File: src/rtl/cpu_types_pkg.sv
// Shared CPU types: word, RAM state and memory-arbiter FSM encodings,
// plus the saturating counter helper used by the arbiter.
package cpu_types_pkg;

  typedef logic [31:0] word_t;

  typedef enum logic [1:0] {
    FREE   = 2'd0,
    BUSY   = 2'd1,
    ACCESS = 2'd2,
    ERROR  = 2'd3
  } ramstate_t;

  typedef enum logic [1:0] {
    IDLE   = 2'd0,
    DGRANT = 2'd1,
    IGRANT = 2'd2
  } arb_state_t;

  function automatic logic [3:0] sat_inc(input logic [3:0] v, input logic [3:0] lim);
    return (v >= lim) ? lim : (v + 4'd1);
  endfunction

endpackage

File: src/rtl/mem_arbiter_if.sv
// Bundle of CPU requester and RAM signals around the memory arbiter.
// master = arbiter view, slave = CPU/RAM environment view.
interface mem_arbiter_if;
  import cpu_types_pkg::*;

  logic      iREN;
  word_t     iaddr;
  logic      iwait;
  word_t     iload;
  logic      dREN;
  logic      dWEN;
  word_t     daddr;
  word_t     dstore;
  logic      datomic;
  logic      dwait;
  word_t     dload;
  logic      ramREN;
  logic      ramWEN;
  word_t     ramaddr;
  word_t     ramstore;
  word_t     ramload;
  ramstate_t ramstate;

  modport master (
    input  iREN, iaddr, dREN, dWEN, daddr, dstore, datomic, ramload, ramstate,
    output iwait, iload, dwait, dload, ramREN, ramWEN, ramaddr, ramstore
  );

  modport slave (
    output iREN, iaddr, dREN, dWEN, daddr, dstore, datomic, ramload, ramstate,
    input  iwait, iload, dwait, dload, ramREN, ramWEN, ramaddr, ramstore
  );

endinterface

File: src/rtl/mem_arbiter_llsc_link.sv
// LL/SC link register: set by a completed LL, cleared by any completed SC
// or by a completed plain store to the linked address. Built only with LLSC_EN.
`ifdef LLSC_EN
module llsc_link
  import cpu_types_pkg::*;
(
  input  logic  CLK,
  input  logic  nRST,
  input  logic  ll_done,
  input  logic  sc_done,
  input  logic  st_done,
  input  word_t daddr,
  output logic  sc_ok
);

  logic  link_valid_r;
  word_t link_addr_r;

  // Link valid/address tracking
  always_ff @(posedge CLK or negedge nRST) begin
    if (!nRST) begin
      link_valid_r <= 1'b0;
      link_addr_r  <= 32'h0000_0000;
    end else if (ll_done) begin
      link_valid_r <= 1'b1;
      link_addr_r  <= daddr;
    end else if (sc_done || (st_done && (daddr == link_addr_r))) begin
      link_valid_r <= 1'b0;
    end else begin
      link_valid_r <= link_valid_r;
    end
  end

  assign sc_ok = link_valid_r && (daddr == link_addr_r);

endmodule
`endif

File: src/rtl/mem_arbiter.sv
// Single-port RAM arbiter between instruction fetch and data access, data
// first with a bounded run against pending fetch. LLSC_EN adds the LL/SC link.
module mem_arbiter
  import cpu_types_pkg::*;
#(
  parameter int unsigned MAX_DATA_RUN = 1
) (
  input  logic CLK,
  input  logic nRST,
  mem_arbiter_if.master bus
);

  localparam logic [3:0] MAX_RUN = 4'(MAX_DATA_RUN);

  arb_state_t state_r;
  arb_state_t state_next_s;
  logic [3:0] run_cnt_r;
  logic       dreq_s;
  logic       sc_s;
  logic       sc_ok_s;
  logic       sc_fail_s;
  logic       ram_access_s;
  logic       ram_err_s;
  logic       icomp_s;
  logic       dcomp_s;

  assign dreq_s       = bus.dREN | bus.dWEN;
  assign ram_access_s = (bus.ramstate == ACCESS);
  assign ram_err_s    = (bus.ramstate == ERROR);

`ifdef LLSC_EN
  assign sc_s = bus.dWEN & bus.datomic;

  llsc_link u_link (
    .CLK     (CLK),
    .nRST    (nRST),
    .ll_done (dcomp_s & bus.dREN & bus.datomic),
    .sc_done (dcomp_s & sc_s),
    .st_done (dcomp_s & bus.dWEN & ~bus.datomic),
    .daddr   (bus.daddr),
    .sc_ok   (sc_ok_s)
  );
`else
  logic unused_datomic_s;
  assign unused_datomic_s = bus.datomic;
  assign sc_s             = 1'b0;
  assign sc_ok_s          = 1'b0;
`endif

  // A failing SC never touches RAM and finishes in its first grant cycle.
  assign sc_fail_s = sc_s & ~sc_ok_s;
  assign icomp_s   = (state_r == IGRANT) & bus.iREN & ram_access_s;
  assign dcomp_s   = (state_r == DGRANT) & dreq_s & (sc_fail_s | ram_access_s);

  // Grant state register
  always_ff @(posedge CLK or negedge nRST) begin
    if (!nRST) begin
      state_r <= IDLE;
    end else begin
      state_r <= state_next_s;
    end
  end

  // Consecutive data completions while fetch is kept waiting
  always_ff @(posedge CLK or negedge nRST) begin
    if (!nRST) begin
      run_cnt_r <= 4'd0;
    end else if (!bus.iREN || icomp_s) begin
      run_cnt_r <= 4'd0;
    end else if (dcomp_s) begin
      run_cnt_r <= sat_inc(run_cnt_r, MAX_RUN);
    end else begin
      run_cnt_r <= run_cnt_r;
    end
  end

  // Arbitration and grant exit
  always_comb begin
    state_next_s = state_r;
    case (state_r)
      IDLE: begin
        if (dreq_s && (!bus.iREN || (run_cnt_r < MAX_RUN))) begin
          state_next_s = DGRANT;
        end else if (bus.iREN) begin
          state_next_s = IGRANT;
        end else begin
          state_next_s = IDLE;
        end
      end
      DGRANT: begin
        if (!dreq_s || dcomp_s || ram_err_s) begin
          state_next_s = IDLE;
        end else begin
          state_next_s = DGRANT;
        end
      end
      IGRANT: begin
        if (!bus.iREN || ram_access_s || ram_err_s) begin
          state_next_s = IDLE;
        end else begin
          state_next_s = IGRANT;
        end
      end
      default: state_next_s = IDLE;
    endcase
  end

  // RAM steering from the granted requester
  always_comb begin
    bus.ramREN   = 1'b0;
    bus.ramWEN   = 1'b0;
    bus.ramaddr  = 32'h0000_0000;
    bus.ramstore = 32'h0000_0000;
    case (state_r)
      IDLE: begin
        bus.ramREN = 1'b0;
      end
      DGRANT: begin
        bus.ramREN   = bus.dREN & ~ram_err_s;
        bus.ramWEN   = bus.dWEN & ~sc_fail_s & ~ram_err_s;
        bus.ramaddr  = bus.daddr;
        bus.ramstore = bus.dstore;
      end
      IGRANT: begin
        bus.ramREN  = bus.iREN & ~ram_err_s;
        bus.ramaddr = bus.iaddr;
      end
      default: begin
        bus.ramREN = 1'b0;
      end
    endcase
  end

  assign bus.iwait = bus.iREN & ~icomp_s;
  assign bus.dwait = dreq_s & ~dcomp_s;
  assign bus.iload = icomp_s ? bus.ramload : 32'h0000_0000;
  assign bus.dload = !dcomp_s ? 32'h0000_0000 :
                     sc_s     ? {31'h0000_0000, sc_ok_s} : bus.ramload;

endmodule

File: src/flat_wrapper.sv
// flat-port wrapper written by rule: the top's interface ports become plain ports
module mem_arbiter_flat import cpu_types_pkg::*;
#(
  parameter int unsigned MAX_DATA_RUN = 1
)
  (CLK, nRST, bus_iREN, bus_iaddr, bus_dREN, bus_dWEN, bus_daddr, bus_dstore, bus_datomic, bus_ramload, bus_ramstate, bus_iwait, bus_iload, bus_dwait, bus_dload, bus_ramREN, bus_ramWEN, bus_ramaddr, bus_ramstore);
  mem_arbiter_if bus_i ();
  input  logic CLK;
  input  logic nRST;
  input wire logic [$bits(bus_i.iREN)-1:0] bus_iREN;
  input wire logic [$bits(bus_i.iaddr)-1:0] bus_iaddr;
  input wire logic [$bits(bus_i.dREN)-1:0] bus_dREN;
  input wire logic [$bits(bus_i.dWEN)-1:0] bus_dWEN;
  input wire logic [$bits(bus_i.daddr)-1:0] bus_daddr;
  input wire logic [$bits(bus_i.dstore)-1:0] bus_dstore;
  input wire logic [$bits(bus_i.datomic)-1:0] bus_datomic;
  input wire logic [$bits(bus_i.ramload)-1:0] bus_ramload;
  input wire logic [$bits(bus_i.ramstate)-1:0] bus_ramstate;
  output wire logic [$bits(bus_i.iwait)-1:0] bus_iwait;
  output wire logic [$bits(bus_i.iload)-1:0] bus_iload;
  output wire logic [$bits(bus_i.dwait)-1:0] bus_dwait;
  output wire logic [$bits(bus_i.dload)-1:0] bus_dload;
  output wire logic [$bits(bus_i.ramREN)-1:0] bus_ramREN;
  output wire logic [$bits(bus_i.ramWEN)-1:0] bus_ramWEN;
  output wire logic [$bits(bus_i.ramaddr)-1:0] bus_ramaddr;
  output wire logic [$bits(bus_i.ramstore)-1:0] bus_ramstore;
  assign bus_i.iREN = bus_iREN;
  assign bus_i.iaddr = bus_iaddr;
  assign bus_i.dREN = bus_dREN;
  assign bus_i.dWEN = bus_dWEN;
  assign bus_i.daddr = bus_daddr;
  assign bus_i.dstore = bus_dstore;
  assign bus_i.datomic = bus_datomic;
  assign bus_i.ramload = bus_ramload;
  assign bus_i.ramstate = bus_ramstate;
  assign bus_iwait = bus_i.iwait;
  assign bus_iload = bus_i.iload;
  assign bus_dwait = bus_i.dwait;
  assign bus_dload = bus_i.dload;
  assign bus_ramREN = bus_i.ramREN;
  assign bus_ramWEN = bus_i.ramWEN;
  assign bus_ramaddr = bus_i.ramaddr;
  assign bus_ramstore = bus_i.ramstore;
  mem_arbiter #(.MAX_DATA_RUN(MAX_DATA_RUN)) u_core (.CLK(CLK), .nRST(nRST), .bus(bus_i));
endmodule
File: config.mk
export PLATFORM = sky130hd
export DESIGN_NAME = mem_arbiter_flat
export DESIGN_NICKNAME = d
export VERILOG_FILES = /design/src/rtl/cpu_types_pkg.sv /design/src/rtl/mem_arbiter_if.sv /design/src/rtl/mem_arbiter_llsc_link.sv /design/src/rtl/mem_arbiter.sv /design/src/flat_wrapper.sv
export SDC_FILE = /design/constraint.sdc
export NUM_CORES = 1
export LEC_CHECK = 0
export BUFFER_PORTS_ARGS = -buffer_cell sky130_fd_sc_hd__buf_4
export CORE_AREA = 5 5 101 103
export CTS_CLUSTER_DIAMETER = 100
export DETAILED_ROUTE_END_ITERATION = 7
export DIE_AREA = 0 0 106 108
export MAX_ROUTING_LAYER = met4
export PLACE_DENSITY = 0.68
export SLEW_MARGIN = 40
export SYNTH_ARGS = -nofsm -noshare
export SYNTH_HDL_FRONTEND = slang
export SYNTH_SLANG_ARGS = --single-unit
export TNS_END_PERCENT = 1
File: constraint.sdc
create_clock -name CLK -period 3.9 [get_ports CLK]
set_clock_uncertainty 0.2 [all_clocks]
set_input_delay 0.585 -clock CLK [delete_from_list [all_inputs] [get_ports CLK]]
set_output_delay 0.585 -clock CLK [all_outputs]
set_load 0.005 [all_outputs]
==> metrics.txt <==
Slew headroom=0.612; worst-path maximum fanout=24; Remaining DRCs=0; Vias=roughly 2600; Final Hold Vio Count=0; post-detail-place hpwl=around 7200 microns; initial DRC count=170; Worst Hold Launch=u_core.run_cnt_r[3]; Worst-Margin Slew=between 0.5 and 0.6 ns; hold path depth=1; clk_lat worst skew=0.22 ns; clk sinks=6; initial antenna violation count=0; leakage power=0.00213 uW; end of the worst register-to-register path=u_core.run_cnt_r[2]; largest net degree at the start of global routing=67; Die Wd=106 microns; CTS Buffer Depth=2; count leader, synth=and2_1; slowest CP cell=and3b_1; GRT Overall Usage=0.139; Core Rows=35; worst path cell trace=inv_1 -> ha_2 -> and3b_1 -> buf_4 -> and3_1 -> buf_4; core area=9110 sq um; final period utilization=0.710; Vias/cell=4.39; Critical Path AT=1.98 ns; max-capacitance violation count=0; unrepaired setup endpoints after global routing=no; Detail Route Antenna Nets=0; Synth top cells by count=and2_1 (64), and3_1 (34), nor2b_1 (33); Distinct cells, synth=29; H-tree level count=1; YS warnings=0; DIE AREA=11400 sq um; worst hold endpoint=u_core.run_cnt_r[3]; Yosys top cell by area=and2_1; FF-to-FF Start=u_core.state_r[1]; worst reg-to-reg setup slack=1.84 ns; Die Height=108 microns; Final setup viols=0; Power per Cell Area=about 320 nW/um^2; Hold WC Path Type=reg -> reg; Tot Pwr=1200 uW; Initial Util=0.178; Avg Inst Size Synth=6.92 sq um; Max stage delay on crit path=0.44 ns; Buffers on Ports=266; PostCTS Resize Cnt=0; wire per inst=14.9 microns; Buf/Inv on CP=3; CTS tree=done; CTS buffer count=3; run status=finished clean; Post-Syn Area=around 1600 sq um; Max IR drop VDD=170 uV; f_max=361 MHz; CP Data Required Time=3.12 ns; final wirelength=8830 microns; most frequent CP cell=buf_4; clock root buffer master=clkbuf_8; Post-CTS Setup Bufs=0; vias in the first global route=2552; Crit path max-delay family=simple AND/OR/NAND/NOR gates; Crit. End Element=output pin; Sum Neg Setup Slack=0 ns; Area growth, synth to finish=130%; FFs w/ async S/R, synth=1.00; Synth top area share=0.247; most common flop cell mapped by yosys=dfrtp_1; Seq/Total Area, Yosys=0.0927; Worst setup SP type=flip-flop; I/O Pins=about 270; min Tclk post-route=2.77 ns; R2R cell count=6; kind of critical path=reg -> out; gpl congestion=0.793; Mapped Nets=377; first-pass GRT wire length=12700 microns; Ant. Diodes=0; layout cell share with drive strength beyond 1=0.577; nets=627; Post-synth EDFFs=0; Final Max Tran Viols=0; clk slew on worst S/H paths=0.03 ns; top post-synthesis cells by area=and2_1 (25%), a22oi_1 (15%), and3_1 (13%); Synth Register Bits=6; First-pass DRT Iterations=4; Post-Syn Instances=234; global route overflow=0
-- cells by family (layout without fill, tap and decap cells) --
| kind of cell | count (synthesis) | count (layout) | synth area share |
|---|---|---|---|
| fa+ha+maj | 7 | 7 | 0.0541 |
| compound gates | 42 | 42 | 0.197 |
| simple gates | 146 | 146 | 0.562 |
| flops | 6 | 6 | 0.0927 |
| mux | 1 | 1 | 0.00618 |
| buf+inv | 32 | 280 | 0.0880 |
-- through the flow --
stage / setup WS, ns / utilization / hold WS, ns / instance area [sq um] / std cells
2_1_floorplan: 1.83 / - / 0.0894 / 1620 / 234
3_3_place_gp: 1.17 / 0.402 / 0.195 / 3660 / 589
3_5_place_dp: 1.10 / 0.402 / 0.200 / 3660 / 589
4_1_cts: 1.08 / 0.408 / 0.376 / 3720 / 593
5_1_grt: 1.03 / 0.408 / 0.399 / 3720 / 593
6_report: 1.13 / 0.408 / 0.374 / 3720 / 593
-- what timing repair did --
item                                   4_1_cts  5_1_grt
hold buffers                                 1        0
setup endpoints to repair                    0        0
endpoints found under the hold margin        6        0
-- cell usage in the layout (no fill, tap or decap), types with 2 or more instances in the layout --
cell / Yosys / routed
ha_2: 0 / 2
and2_1: 64 / 64
nor3b_1: 2 / 2
and3_1: 34 / 33
nand2b_1: 2 / 2
a211oi_1: 2 / 2
a21o_1: 2 / 2
ha_1: 7 / 5
clkbuf_8: 0 / 3
inv_1: 7 / 7
buf_4: 0 / 269
nor2b_1: 33 / 33
nand4_1: 2 / 2
a22oi_1: 32 / 32
nor2_1: 3 / 3
dfrtp_1: 6 / 6
nand2_1: 2 / 2
-- power by group --
group / switching (uW) / internal [uW]
Combinational: 451 / 578
Clock: 25.9 / 66.2
Sequential: 8.56 / 71.0
Total: 485 / 716
-- routing by layer --
metal | track usage | part of all wire | routed length (microns) | up-vias
met2 | 0.258 | 0.52 | 4620 | 148
met3 | 0.0328 | 0.090 | 798 | 8
met5 | - | 0 | 0 | -
met1 | 0.152 | 0.38 | 3310 | 1152
li1 | - | - | - | 1295
met4 | 0.0324 | 0.011 | 99 | 0
-- registers in the layout (all words and copies together) (netlist names) --
name,cells
u_core.state_r,2
u_core.run_cnt_r,4
-- cell type report --
type	count	area, sq um
Timing Repair Buffer	270	2030
Inverter	7	26.3
Sequential cell	6	150
Multi-Input combinational cell	196	1330
Clock buffer	3	41.3
Fill cell	910	5390
Tap cell	111	139
-- worst max path at each step --
| stage | cells past startpoint | slack (ns) | endpoint | startpoint |
|---|---|---|---|---|
| final | 6 | 1.13 | bus_dload[11] | u_core.state_r[1] |
| after global routing | 6 | 1.03 | bus_dload[11] | u_core.state_r[1] |
| after CTS | 5 | 1.08 | bus_iload[21] | u_core.state_r[0] |
| after detailed placement | 5 | 1.10 | bus_iload[21] | bus_ramstate[1] |
| after global placement | 5 | 1.17 | bus_iload[21] | bus_ramstate[1] |
| after floorplan | 4 | 1.83 | bus_dload[10] | bus_ramstate[0] |
(Power assumes the default switching activity.)
